**src/rtl/uart_tx_framer_if.sv**
```systemverilog
// rtl/uart_tx_framer_if.sv - word input handshake for the UART transmit framer
interface uart_tx_framer_if #(
  parameter int DATA_BITS = 8
);
  logic                 in_valid;
  logic                 in_ready;
  logic [DATA_BITS-1:0] in_data;

  modport master (output in_valid, output in_data, input in_ready);
  modport slave  (input in_valid, input in_data, output in_ready);
endinterface

```
**src/rtl/uart_tx_framer.sv**
```systemverilog
// rtl/uart_tx_framer.sv - FIFO-buffered UART transmitter, tick-paced framing
module uart_tx_framer #(
  parameter int DATA_BITS  = 8,
  parameter int FIFO_DEPTH = 4
) (
  input  logic                          clk,
  input  logic                          reset,
  input  logic                          tick,
  uart_tx_framer_if.slave               in_if,
  input  logic [1:0]                    parity_mode,
  input  logic                          two_stop,
  output logic                          tx,
  output logic                          tx_busy,
  output logic [$clog2(FIFO_DEPTH):0]   fifo_count
);

  localparam int PW = $clog2(FIFO_DEPTH);
  localparam int CW = PW + 1;
  localparam int BW = $clog2(DATA_BITS);

  typedef enum logic [2:0] {IDLE, START, DATA, PARITY, STOP} state_t;

  logic [DATA_BITS-1:0] mem_q [FIFO_DEPTH];
  logic [DATA_BITS-1:0] mem_d [FIFO_DEPTH];
  logic [PW-1:0]        wr_ptr_q, wr_ptr_d;
  logic [PW-1:0]        rd_ptr_q, rd_ptr_d;
  logic [CW-1:0]        count_q, count_d;
  state_t               state_q, state_d;
  logic [DATA_BITS-1:0] data_q, data_d;
  logic [BW-1:0]        bit_idx_q, bit_idx_d;
  logic                 par_en_q, par_en_d;
  logic                 par_odd_q, par_odd_d;
  logic                 two_stop_q, two_stop_d;
  logic                 stop_idx_q, stop_idx_d;
  logic                 tx_q, tx_d;
  logic                 in_ready;
  logic                 push;
  logic                 pop;
  logic                 fifo_nonempty;

  assign in_ready       = (count_q != CW'(FIFO_DEPTH));
  assign in_if.in_ready = in_ready;
  assign push           = in_if.in_valid && in_ready;
  assign fifo_nonempty  = (count_q != '0);

  always_comb begin
    mem_d      = mem_q;
    wr_ptr_d   = wr_ptr_q;
    rd_ptr_d   = rd_ptr_q;
    state_d    = state_q;
    data_d     = data_q;
    bit_idx_d  = bit_idx_q;
    par_en_d   = par_en_q;
    par_odd_d  = par_odd_q;
    two_stop_d = two_stop_q;
    stop_idx_d = stop_idx_q;
    tx_d       = tx_q;
    pop        = 1'b0;

    if (push) begin
      mem_d[wr_ptr_q] = in_if.in_data;
      wr_ptr_d        = wr_ptr_q + PW'(1);
    end

    // tx_d always reflects the bit of the state being entered, so tx is a plain flop
    if (tick) begin
      case (state_q)
        IDLE: pop = fifo_nonempty;
        START: begin
          state_d   = DATA;
          bit_idx_d = '0;
          tx_d      = data_q[0];
        end
        DATA: begin
          if (bit_idx_q == BW'(DATA_BITS - 1)) begin
            stop_idx_d = 1'b0;
            if (par_en_q) begin
              state_d = PARITY;
              tx_d    = (^data_q) ^ par_odd_q;
            end else begin
              state_d = STOP;
              tx_d    = 1'b1;
            end
          end else begin
            bit_idx_d = bit_idx_q + BW'(1);
            tx_d      = data_q[bit_idx_d];
          end
        end
        PARITY: begin
          state_d    = STOP;
          stop_idx_d = 1'b0;
          tx_d       = 1'b1;
        end
        STOP: begin
          if (two_stop_q && !stop_idx_q) begin
            stop_idx_d = 1'b1;
          end else if (fifo_nonempty) begin
            pop = 1'b1;
          end else begin
            state_d = IDLE;
            tx_d    = 1'b1;
          end
        end
        default: state_d = IDLE;
      endcase
    end

    // Frame launch: configuration is sampled here and held for the whole frame
    if (pop) begin
      state_d    = START;
      tx_d       = 1'b0;
      data_d     = mem_q[rd_ptr_q];
      rd_ptr_d   = rd_ptr_q + PW'(1);
      par_en_d   = (parity_mode == 2'b01) || (parity_mode == 2'b10);
      par_odd_d  = (parity_mode == 2'b10);
      two_stop_d = two_stop;
      bit_idx_d  = '0;
      stop_idx_d = 1'b0;
    end

    count_d = count_q + CW'(push) - CW'(pop);
  end

  always_ff @(posedge clk or posedge reset) begin
    if (reset) begin
      for (int i = 0; i < FIFO_DEPTH; i++) mem_q[i] <= '0;
      wr_ptr_q   <= '0;
      rd_ptr_q   <= '0;
      count_q    <= '0;
      state_q    <= IDLE;
      data_q     <= '0;
      bit_idx_q  <= '0;
      par_en_q   <= 1'b0;
      par_odd_q  <= 1'b0;
      two_stop_q <= 1'b0;
      stop_idx_q <= 1'b0;
      tx_q       <= 1'b1;
    end else begin
      mem_q      <= mem_d;
      wr_ptr_q   <= wr_ptr_d;
      rd_ptr_q   <= rd_ptr_d;
      count_q    <= count_d;
      state_q    <= state_d;
      data_q     <= data_d;
      bit_idx_q  <= bit_idx_d;
      par_en_q   <= par_en_d;
      par_odd_q  <= par_odd_d;
      two_stop_q <= two_stop_d;
      stop_idx_q <= stop_idx_d;
      tx_q       <= tx_d;
    end
  end

  assign tx         = tx_q;
  assign tx_busy    = (state_q != IDLE) || (count_q != '0);
  assign fifo_count = count_q;

endmodule

```
**src/flat_wrapper.sv**
```systemverilog
// flat-port wrapper written by rule: the top's interface ports become plain ports
module uart_tx_framer_flat 
#(
  parameter int DATA_BITS  = 8,
  parameter int FIFO_DEPTH = 4
)
  (clk, reset, tick, parity_mode, two_stop, tx, tx_busy, fifo_count, in_if_in_valid, in_if_in_data, in_if_in_ready);
  uart_tx_framer_if #(.DATA_BITS(DATA_BITS)) in_if_i ();
  input  logic clk;
  input  logic reset;
  input  logic tick;
  input  logic [1:0] parity_mode;
  input  logic two_stop;
  output logic tx;
  output logic tx_busy;
  output logic [$clog2(FIFO_DEPTH):0] fifo_count;
  input wire logic [$bits(in_if_i.in_valid)-1:0] in_if_in_valid;
  input wire logic [$bits(in_if_i.in_data)-1:0] in_if_in_data;
  output wire logic [$bits(in_if_i.in_ready)-1:0] in_if_in_ready;
  assign in_if_i.in_valid = in_if_in_valid;
  assign in_if_i.in_data = in_if_in_data;
  assign in_if_in_ready = in_if_i.in_ready;
  uart_tx_framer #(.DATA_BITS(DATA_BITS), .FIFO_DEPTH(FIFO_DEPTH)) u_core (.clk(clk), .reset(reset), .tick(tick), .in_if(in_if_i), .parity_mode(parity_mode), .two_stop(two_stop), .tx(tx), .tx_busy(tx_busy), .fifo_count(fifo_count));
endmodule
```
**config.mk**
```make
export PLATFORM = sky130hd
export DESIGN_NAME = uart_tx_framer_flat
export DESIGN_NICKNAME = d
export VERILOG_FILES = /design/src/rtl/uart_tx_framer_if.sv /design/src/rtl/uart_tx_framer.sv /design/src/flat_wrapper.sv
export SDC_FILE = /design/constraint.sdc
export NUM_CORES = 1
export LEC_CHECK = 0
export ABC_AREA = 1
export BUFFER_PORTS_ARGS = -buffer_cell sky130_fd_sc_hd__buf_2
export CORE_ASPECT_RATIO = 0.75
export CORE_MARGIN = 4
export CORE_UTILIZATION = 40
export DETAILED_ROUTE_END_ITERATION = 6
export PLACE_DENSITY = 0.67
export SETUP_SLACK_MARGIN = 0.5
export SLEW_MARGIN = 25
export SYNTH_ARGS = -nofsm -noshare
export SYNTH_HDL_FRONTEND = slang
export SYNTH_SLANG_ARGS = --single-unit
```
**constraint.sdc**
```tcl
create_clock -name clk -period 2.75 [get_ports clk]
set_input_delay 0 -clock clk [delete_from_list [all_inputs] [get_ports clk]]
set_output_delay 0 -clock clk [all_outputs]
set_load 0.02 [all_outputs]
```
==> results.md, run 1 <==
* Status: finished clean
* CTS max path bufs at 2
* Synth top area share at 0.483
* Die Ht at 82.4 µm
* Library cells used by synthesis at 31
* Slew Limit Fails at 0
* HPWL Detailed at 4260 µm
* Crit path max fanout at 22
* Main combinational cell family by area after synthesis: simple AND/OR/NAND/NOR gates
* Post-synth ARST share at 1.00
* Ys flop type: dfrtp_1
* Initial Utilization at 0.423
* Startpoint Class: flip-flop
* Post-synthesis simple-gate area fraction at 0.238
* Input/output buffers at 20
* Hold Path Class: in2reg
* Setup TNS at 0 ns
* Pin count of the biggest net entering global routing at 31
* Max Cap Viol at 0
* 1st-iter DRT viols at around 120
* Ant diodes at 0
* Syn Area/Cell at 8.16 µm²
* Mux contribution to synthesized area at 0
* Least-Margin Pin Slew at 0.621 ns
* Post-synthesis adder-cell area fraction at 0.0449
* Final setup vio count at 0
* Final hold vios at 0
* Final std cells w/o fill at around 500
* Gpl congestion at about 0.84
* Syn nets at just under 400
* WS Path Type: reg2reg
* Post-route antenna net violation count at 0
* Static leakage at roughly 1.7 nW
* Dominant cell type by area after synthesis: dfrtp_1
* FP Rows at 26
* Seq/Total Area, Yosys at 0.492
* PwrDens at between 1000 and 1500 mW/mm²
* Cells after Synth at between 300 and 400
* DRC viols at 0
* GRT Util Overall at 0.156
* # IOs at 21
* Vias per inst at between 4 and 5
* Pre-Repair DR Iteration Count at 4
* Total global routing overflow at 0
* Htree depth at 3
* Initial antenna violation count at 0
* Cts bufs inserted at 9
* Max-slew headroom at 0.586
* Synth area leaders: dfrtp_1 (48%), nand2_1 (12%), o21ai_0 (9.5%), inv_1 (4.8%), nor2_1 (4.2%)
* CP arrival at around 2.3 ns
* Synth-to-Final Area Change at 16.9%
* Nets@finish at 427
* Clk sinks at just under 60
* WL per Instance at ~12 µm
* Synth Register Bits at 58
* Skew-Pair Late Insertion Delay at between 0.3 and 0.4 ns
* Worst-path clk slew at around 0.060 ns
* Chip Width at 107 µm
* Share of layout cells above drive strength 1 at 0.144
* Synth Area in Compound Gates at 0.137
* Vias in the first global route at about 2300
* Number of flops mapped to enable cells by yosys at 0
* Vias at approximately 2400
* Synth Warn # at 0
* Max VDD drop at about 0.00038 V
* Max Clock Skew at 0.00488 ns
* RSZ-0062 raised after global routing: no
* Worst EP required at 2.96 ns
* First-pass GRT wire length at roughly 11000 µm
* Crit. End Element: flip-flop
* Cell Area, Synth at ~0.0030 mm²
* XOR/XNOR share of the synthesized area at 0.0148
* Post-Place Cells at roughly 470
* Minimum clock period at about 2.1 ns
* Core area at around 0.0070 mm²
* CTS tree: built
* Tcrit/Tclk final at 0.767
* Clock root buffer: clkbuf_8
* Max Fclk at between 400 and 500 MHz
* Die ar. at slightly below 0.009 mm²
* Final WL at ~6000 µm
==> Yosys cell counts, types with 3 or more instances <==
cell type and count:
xor2_1 3, o21ai_1 10, o21ai_0 56, nand2_2 4, o22ai_1 7, nand2_1 97
ha_1 9, inv_1 38, nand3_1 13, nor2_1 33, buf_2 6, nor2_2 3
nand2_4 4, dfrtp_1 57
==> layout by cell type (no fill, tap or decap), types with 2 or more instances in the layout <==
master	count
clkbuf_8	11
nand2_1	97
o22ai_1	7
a21oi_1	2
inv_1	37
buf_4	7
ha_1	9
nor2_2	4
xnor2_1	2
nor2_1	32
xor2_1	3
clkbuf_1	2
nand2_4	4
a31oi_1	2
inv_2	2
o21ai_0	56
dfrtp_1	57
buf_2	20
o21ai_1	10
nand3_1	13
dlygate4sd3_1	12
nand2_2	4
==> through the flow <==
stage | hold WS, ns | power, mW | instance area [µm²] | utilization | worst slack, ns
finish | 0.0425 | 3.96 | 3450 | 0.494 | 0.641
global route | 0.0729 | 4.39 | 3450 | 0.494 | 0.482
CTS | 0.00106 | 3.95 | 3410 | 0.487 | 0.523
detailed placement | 0.120 | 3.26 | 3140 | 0.449 | 0.537
global placement | 0.111 | 3.22 | 3140 | 0.449 | 0.599
floorplan | 0.127 | 2.87 | 2960 | - | 0.555
==> logic make-up after synthesis <==
kind of cell / after synthesis
compound gates: 78
xor+xnor: 5
fa+ha+maj: 10
buf+inv: 51
flops: 58
simple gates: 160
==> final timing paths <==
| check | start | end | slack (ns) | depth (start not counted) |
|---|---|---|---|---|
| worst max-delay path | u_core.fifo_count[2] | u_core.fifo_count[2] | 0.64 | 9 |
| worst min-delay path | tick | u_core.bit_idx_q[2] | 0.04 | 3 |
| worst max register to register | u_core.fifo_count[2] | u_core.fifo_count[2] | 0.64 | 9 |
| worst min register to register | u_core.tx | u_core.tx | 0.47 | 2 |
| max in group asynchronous | reset | u_core.tx | 1.68 | 4 |
| min in group asynchronous | reset | u_core.mem_q[10] | 0.29 | 3 |
==> worst max-delay path, cell delays in order, from the launching register on <==
cell and delay, ns:
dfrtp_1 0.42, nor2_2 0.15, nand2_1 0.13, nand4_4 0.14, inv_4 0.11, ha_1 0.28
inv_1 0.04, ha_1 0.18, fa_1 0.37, xor2_1 0.17
==> routing by layer <==
metal | vias to the layer above | routed length, µm | track usage
met2 | 47 | 2480 | 0.228
met4 | 0 | 70 | 0.0434
met1 | 1135 | 3140 | 0.219
met3 | 7 | 336 | 0.0552
met5 | - | 0 | 0
li1 | 1240 | - | -
==> state kept, by name, summed over array words and instances, names as in the netlist <==
name,cells
u_core.mem_q,32
u_core.data_q,8
u_core.bit_idx_q,3
u_core.fifo_count,3
u_core.state_q,3
u_core.rd_ptr_q,2
u_core.wr_ptr_q,2
u_core.par_en_q,1
u_core.par_odd_q,1
u_core.stop_idx_q,1
u_core.two_stop_q,1
u_core.tx,1
==> power by group <==
group	total [mW]	internal, mW	switching, mW
logic	1.76	0.667	1.10
registers	1.54	1.25	0.284
clock network	0.659	0.361	0.297
==> timing repair <==
| item | in CTS | in global routing |
|---|---|---|
| endpoints found under the setup margin | 0 | 2 |
| endpoints found under the hold margin | 59 | 1 |
| hold buffers | 11 | 1 |
| resized for setup | 0 | 3 |
| buffers inserted | 0 | 4 |
==> layout make-up <==
type	instances	area, µm²
Sequential cell	58	1450
Timing Repair Buffer	39	273
Fill cell	678	3540
Clock buffer	13	159
Inverter	41	161
Multi-Input combinational cell	253	1290
Tap cell	98	123
Note: power is estimated with default switching activity, not from simulation.
==> run 2, diff against run 1 <==
--- a/config.mk
+++ b/config.mk
@@ -11,7 +11,7 @@
 export CORE_MARGIN = 4
 export CORE_UTILIZATION = 40
 export DETAILED_ROUTE_END_ITERATION = 6
-export PLACE_DENSITY = 0.67
+export PLACE_DENSITY = 0.69
 export SETUP_SLACK_MARGIN = 0.5
 export SLEW_MARGIN = 25
 export SYNTH_ARGS = -nofsm -noshare
==> constraint.sdc (replaced) <==
create_clock -name clk -period 1.8 [get_ports clk]
set_input_delay 0 -clock clk [delete_from_list [all_inputs] [get_ports clk]]
set_output_delay 0 -clock clk [all_outputs]
set_load 0.02 [all_outputs]
==> results.md, run 2 (synthesis results as in run 1) <==
* Status: finished clean
* PwrDens at around 1900 mW/mm²
* Share of layout cells above drive strength 1 at 0.263
* Slew Limit Fails at 0
* Pre-Repair DR Iteration Count at 4
* End of the worst register-to-register path: u_core.fifo_count[2]
* Setup TNS at 0 ns
* Die ar. at just under 0.009 mm²
* Static leakage at around 1.8 nW
* WL per Instance at roughly 14 µm
* Input/output buffers at 20
* Minimum clock period at 1.77 ns
* Final WL at ~7200 µm
* DP Worst Slack at -0.0169 ns
* Gpl congestion at around 0.86
* CP arrival at approximately 2 ns
* Final setup vio count at 0
* Ant diodes at 0
* Cts bufs inserted at 9
* Pin count of the biggest net entering global routing at 33
* Largest regs: u_core.mem_q: 32 flops, u_core.data_q: 8 flops
* Crit path capture: u_core.fifo_count[2]
* Skew-Pair Late Insertion Delay at around 0.34 ns
* Least-Margin Pin Slew at 0.718 ns
* # IOs at 21
* Max VDD drop at 0.000665 V
* Worst R2R Start: u_core.fifo_count[1]
* Reg2reg path depth at 9
* Vias in the first global route at approximately 2300
* Startpoint Class: flip-flop
* Vias per inst at approximately 4.9
* Tcrit/Tclk final at 0.985
* Most frequent cells in the layout: nand2_1 (94), dfrtp_1 (53), o21ai_0 (49)
* Final hold vios at 0
* Htree depth at 3
* HPWL Detailed at 4280 µm
* Total global routing overflow at 0
* Max Clock Skew at just over 0.009 ns
* CTS tree: built
* Post-route antenna net violation count at 0
* Final worst slack at 0.0265 ns
* FP Rows at 26
* Clk sinks at between 50 and 60
* Die Ht at 82.4 µm
* Initial Utilization at 0.423
* Crit path max fanout at 2
* Max Cap Viol at 0
* DRC viols at 0
* Vias at approximately 2600
* Reg with most FFs: u_core.mem_q
* Max FFs per register at 32
* Final Util at 0.569
* Max Fclk at around 560 MHz
* Hold Path Class: in2reg
* Clock root buffer: clkbuf_8
* Crit. End Element: flip-flop
* WS Path Type: reg2reg
* Worst EP required at slightly above 2 ns
* First-pass GRT wire length at around 11000 µm
* GRT Util Overall at 0.166
* Core area at between 0.006 and 0.007 mm²
* Worst-path clk slew at approximately 0.07 ns
* Fillers at 598
* Nets@finish at ~450
* Most common cell after layout, fill and taps aside: nand2_1
* Chip Width at ~110 µm
* Synth-to-Final Area Change at 34.5%
* RSZ-0062 raised after global routing: yes
* FF-to-FF setup slack at approximately 0.027 ns
* Initial antenna violation count at 0
* Max-slew headroom at 0.520
* Setup crit start: u_core.fifo_count[1]
* 1st-iter DRT viols at 189
* CTS max path bufs at 2
-- run 2: cell types whose count changed in the layout (fill, tap and decap cells not counted), sizes merged --
cell and delta:
clkinvlp +4, inv -2, nand2 +4, clkinv +2, clkbuf -3, bufinv +2, buf +18
-- run 2: cell type report --
type                            count  area (µm²)  share of cell area
Multi-Input combinational cell    257        1540               0.387
Sequential cell                    58        1460               0.367
Timing Repair Buffer               57         455               0.115
Inverter                           41         174              0.0437
Clock buffer                       10         138              0.0346
Tap cell                           98         123              0.0308
Clock inverter                      6        88.8              0.0223
-- run 2: through the flow --
step / power, mW / hold WS, ns / cells / cell area, µm²
finish: 7.40 / 0.0221 / 527 / 3980
global route: 8.04 / 0.0231 / 527 / 3980
CTS: 6.98 / 0.0125 / 517 / 3780
detailed placement: 5.28 / 0.157 / 484 / 3300
global placement: 5.19 / 0.151 / 484 / 3300
floorplan: 4.50 / 0.0927 / 362 / 3020
-- run 2: worst min-delay path by stage --
stage,endpoint,cells after the start,slack [ns],from
final,u_core.bit_idx_q[2],3,0.02,tick
after global routing,u_core.bit_idx_q[2],3,0.02,tick
after CTS,u_core.par_en_q,4,0.01,parity_mode[0]
after detailed placement,u_core.stop_idx_q,2,0.16,reset
after global placement,u_core.stop_idx_q,2,0.15,reset
after floorplan,u_core.bit_idx_q[0],1,0.09,reset
-- run 2: routing by layer --
metal	part of all wire	wire length, µm	vias up	track usage
met5	0	0	-	0
met4	0.0071	51	0	0.0524
met3	0.053	383	6	0.0544
met2	0.47	3400	65	0.258
met1	0.47	3360	1198	0.222
li1	-	-	1294	-
-- run 2: critical path: stages (launching register included) --
cell     delay, ns
dfrtp_2       0.42
nor2_4        0.12
nand2_2       0.08
nand4_4       0.07
inv_2         0.05
ha_4          0.25
inv_2         0.04
ha_4          0.14
fa_2          0.33
xor2_1        0.14
-- run 2: repair_timing --
action | in CTS | in global routing
resized for setup | 18 | 30
setup endpoints to repair | 49 | 58
hold endpoints to repair | 65 | 0
gates cloned | 0 | 4
hold buffers | 12 | 0
setup buffers | 5 | 6
pin swaps | 7 | 5
-- run 2: power by group --
group	total (mW)	internal [mW]	switching, mW
clock network	1.36	0.818	0.543
registers	2.35	1.92	0.431
logic	3.68	1.51	2.18
total	7.40	4.25	3.15
==> run 3, diff against run 2 <==
==> constraint.sdc (replaced) <==
create_clock -name clk -period 1.8 [get_ports clk]
set_input_delay 0 -clock clk [delete_from_list [all_inputs] [get_ports clk]]
set_output_delay 0 -clock clk [all_outputs]
set_load 0.1 [all_outputs]
==> results.md, run 3 (synthesis results as in run 1) <==
* Die ar. at 0.00884 mm²
* M3 GR Usage at 0.0544
* Reg with most FFs: u_core.mem_q
* 1st-iter DRT viols at approximately 140
* RSZ-0062 raised after global routing: yes
* Final std cells w/o fill at around 530
* WL per Instance at 13.4 µm
* Chip Width at 107 µm
* Post-route antenna net violation count at 0
* Most Crowded Layer GR: met2
* Power Total at between 7 and 8 mW
* Least-Margin Pin Slew at roughly 0.5 ns
* CTS max path bufs at 2
* Pre-Repair DR Iteration Count at 5
* Final hold vios at 0
* Share of layout cells above drive strength 1 at 0.275
* CP arrival at 2.01 ns
* Crit path max fanout at 2
* Final worst slack at between 0.01 and 0.015 ns
* Startpoint Class: flip-flop
* Status: finished clean
* Met2 usage at 0.294
* Max FFs per register at 32
* Worst EP required at 2.02 ns
* Minimum clock period at 1.79 ns
* Die Ht at between 80 and 90 µm
* Slew Limit Fails at 0
* Max Fclk at ~560 MHz
* Crit. End Element: flip-flop
* Static leakage at between 1.5 and 2 nW
* Fin Hold WS at roughly 0.032 ns
* GRT met1 Usage at 0.213
* Ant diodes at 0
* Pin count of the biggest net entering global routing at 59
* Final WL at about 7100 µm
* Skew-Pair Late Insertion Delay at roughly 0.34 ns
* PwrDens at between 1500 and 2000 mW/mm²
* Most common cell after layout, fill and taps aside: nand2_1
* Initial Utilization at 0.423
* Final setup vio count at 0
* DP Worst Slack at -0.0451 ns
* Input/output buffers at 20
* Initial antenna violation count at 0
* First-pass GRT wire length at between 10000 and 15000 µm
* Setup TNS at 0 ns
* Cts bufs inserted at 9
* CTS tree: built
* Total global routing overflow at 0
* FP Rows at 26
* Max Cap Viol at 0
* Largest regs: u_core.mem_q: 32 flops, u_core.data_q: 8 flops
* # IOs at 21
* Synth-to-Final Area Change at 35.0%
* Clock root buffer: clkbuf_8
* Vias in the first global route at 2486
* HPWL Detailed at ~4400 µm
* Core area at 0.00699 mm²
* Post-Place Cells at approximately 480
* Vias per inst at 4.89
* Nets@finish at between 400 and 500
* Max VDD drop at 0.000838 V
* Tcrit/Tclk final at 0.993
* DRC viols at 0
* Max-slew headroom at 0.678
* Max Clock Skew at 0.00970 ns
* Worst-path clk slew at ~0.070 ns
* WS Path Type: reg2reg
* Htree depth at 3
* Most frequent cells in the layout: nand2_1 (93), dfrtp_1 (53), o21ai_0 (49)
* Clk sinks at 58
* Hold Path Class: in2reg
* Gpl congestion at approximately 0.8
* GRT Util Overall at 0.172
* Vias at between 2000 and 3000
## run 3: changes by cell type in the layout (fill, tap and decap cells not counted), sizes merged
| cell | change |
|---|---|
| nand2 | -1 |
| buf | -1 |
| clkinvlp | +1 |
| bufinv | -1 |
| clkbuf | +2 |
## run 3: worst paths after layout
kind | from | endpoint | slack [ns] | depth (start not counted)
setup / recovery | u_core.fifo_count[1] | u_core.fifo_count[2] | 0.01 | 9
hold / removal | tick | u_core.bit_idx_q[1] | 0.03 | 3
setup reg to reg | u_core.fifo_count[1] | u_core.fifo_count[2] | 0.01 | 9
hold reg to reg | u_core.tx | u_core.tx | 0.46 | 2
max in group asynchronous | reset | u_core.tx | 1.22 | 4
min in group asynchronous | reset | u_core.mem_q[26] | 0.27 | 4
## run 3: where the power goes
group	total, mW	internal, mW	switching, mW
Sequential	2.36	1.92	0.435
Combinational	4.14	1.57	2.57
Clock	1.22	0.675	0.546
## run 3: critical path, cell delays in order, from the launching register on
cell and delay (ns):
dfrtp_2 0.42, nor2_4 0.12, nand2_2 0.09, nand4_4 0.08, inv_2 0.06, ha_4 0.25, inv_2 0.03, ha_4 0.14
fa_2 0.33, xor2_1 0.14
## run 3: layout make-up
class,count,area (µm²)
inverters,41,171
multi-input cells,256,1560
clock inverters,6,66.3
clock buffers,10,138
repair buffers,58,477
well taps,98,123
fillers,633,3000
flip-flops and latches,58,1460
## run 3: timing repair
item                                   4_1_cts  5_1_grt
resized for setup                           37       28
buffers inserted                            10        3
setup endpoints to repair                   54       60
pin swaps                                   10       12
hold buffers                                12        0
gates cloned                                 0        3
endpoints found under the hold margin       91        0
## run 3: layer usage
layer | vias up | part of all wire
li1 | 1298 | -
met3 | 13 | 0.038
met2 | 50 | 0.49
met5 | - | 0
met4 | 0 | 0.016
met1 | 1214 | 0.45
## run 3: metrics by stage
step           utilization  area, µm²
2_1_floorplan            -       3010
3_3_place_gp         0.469       3280
3_5_place_dp         0.469       3280
4_1_cts              0.546       3820
5_1_grt              0.570       3990
6_report             0.570       3990
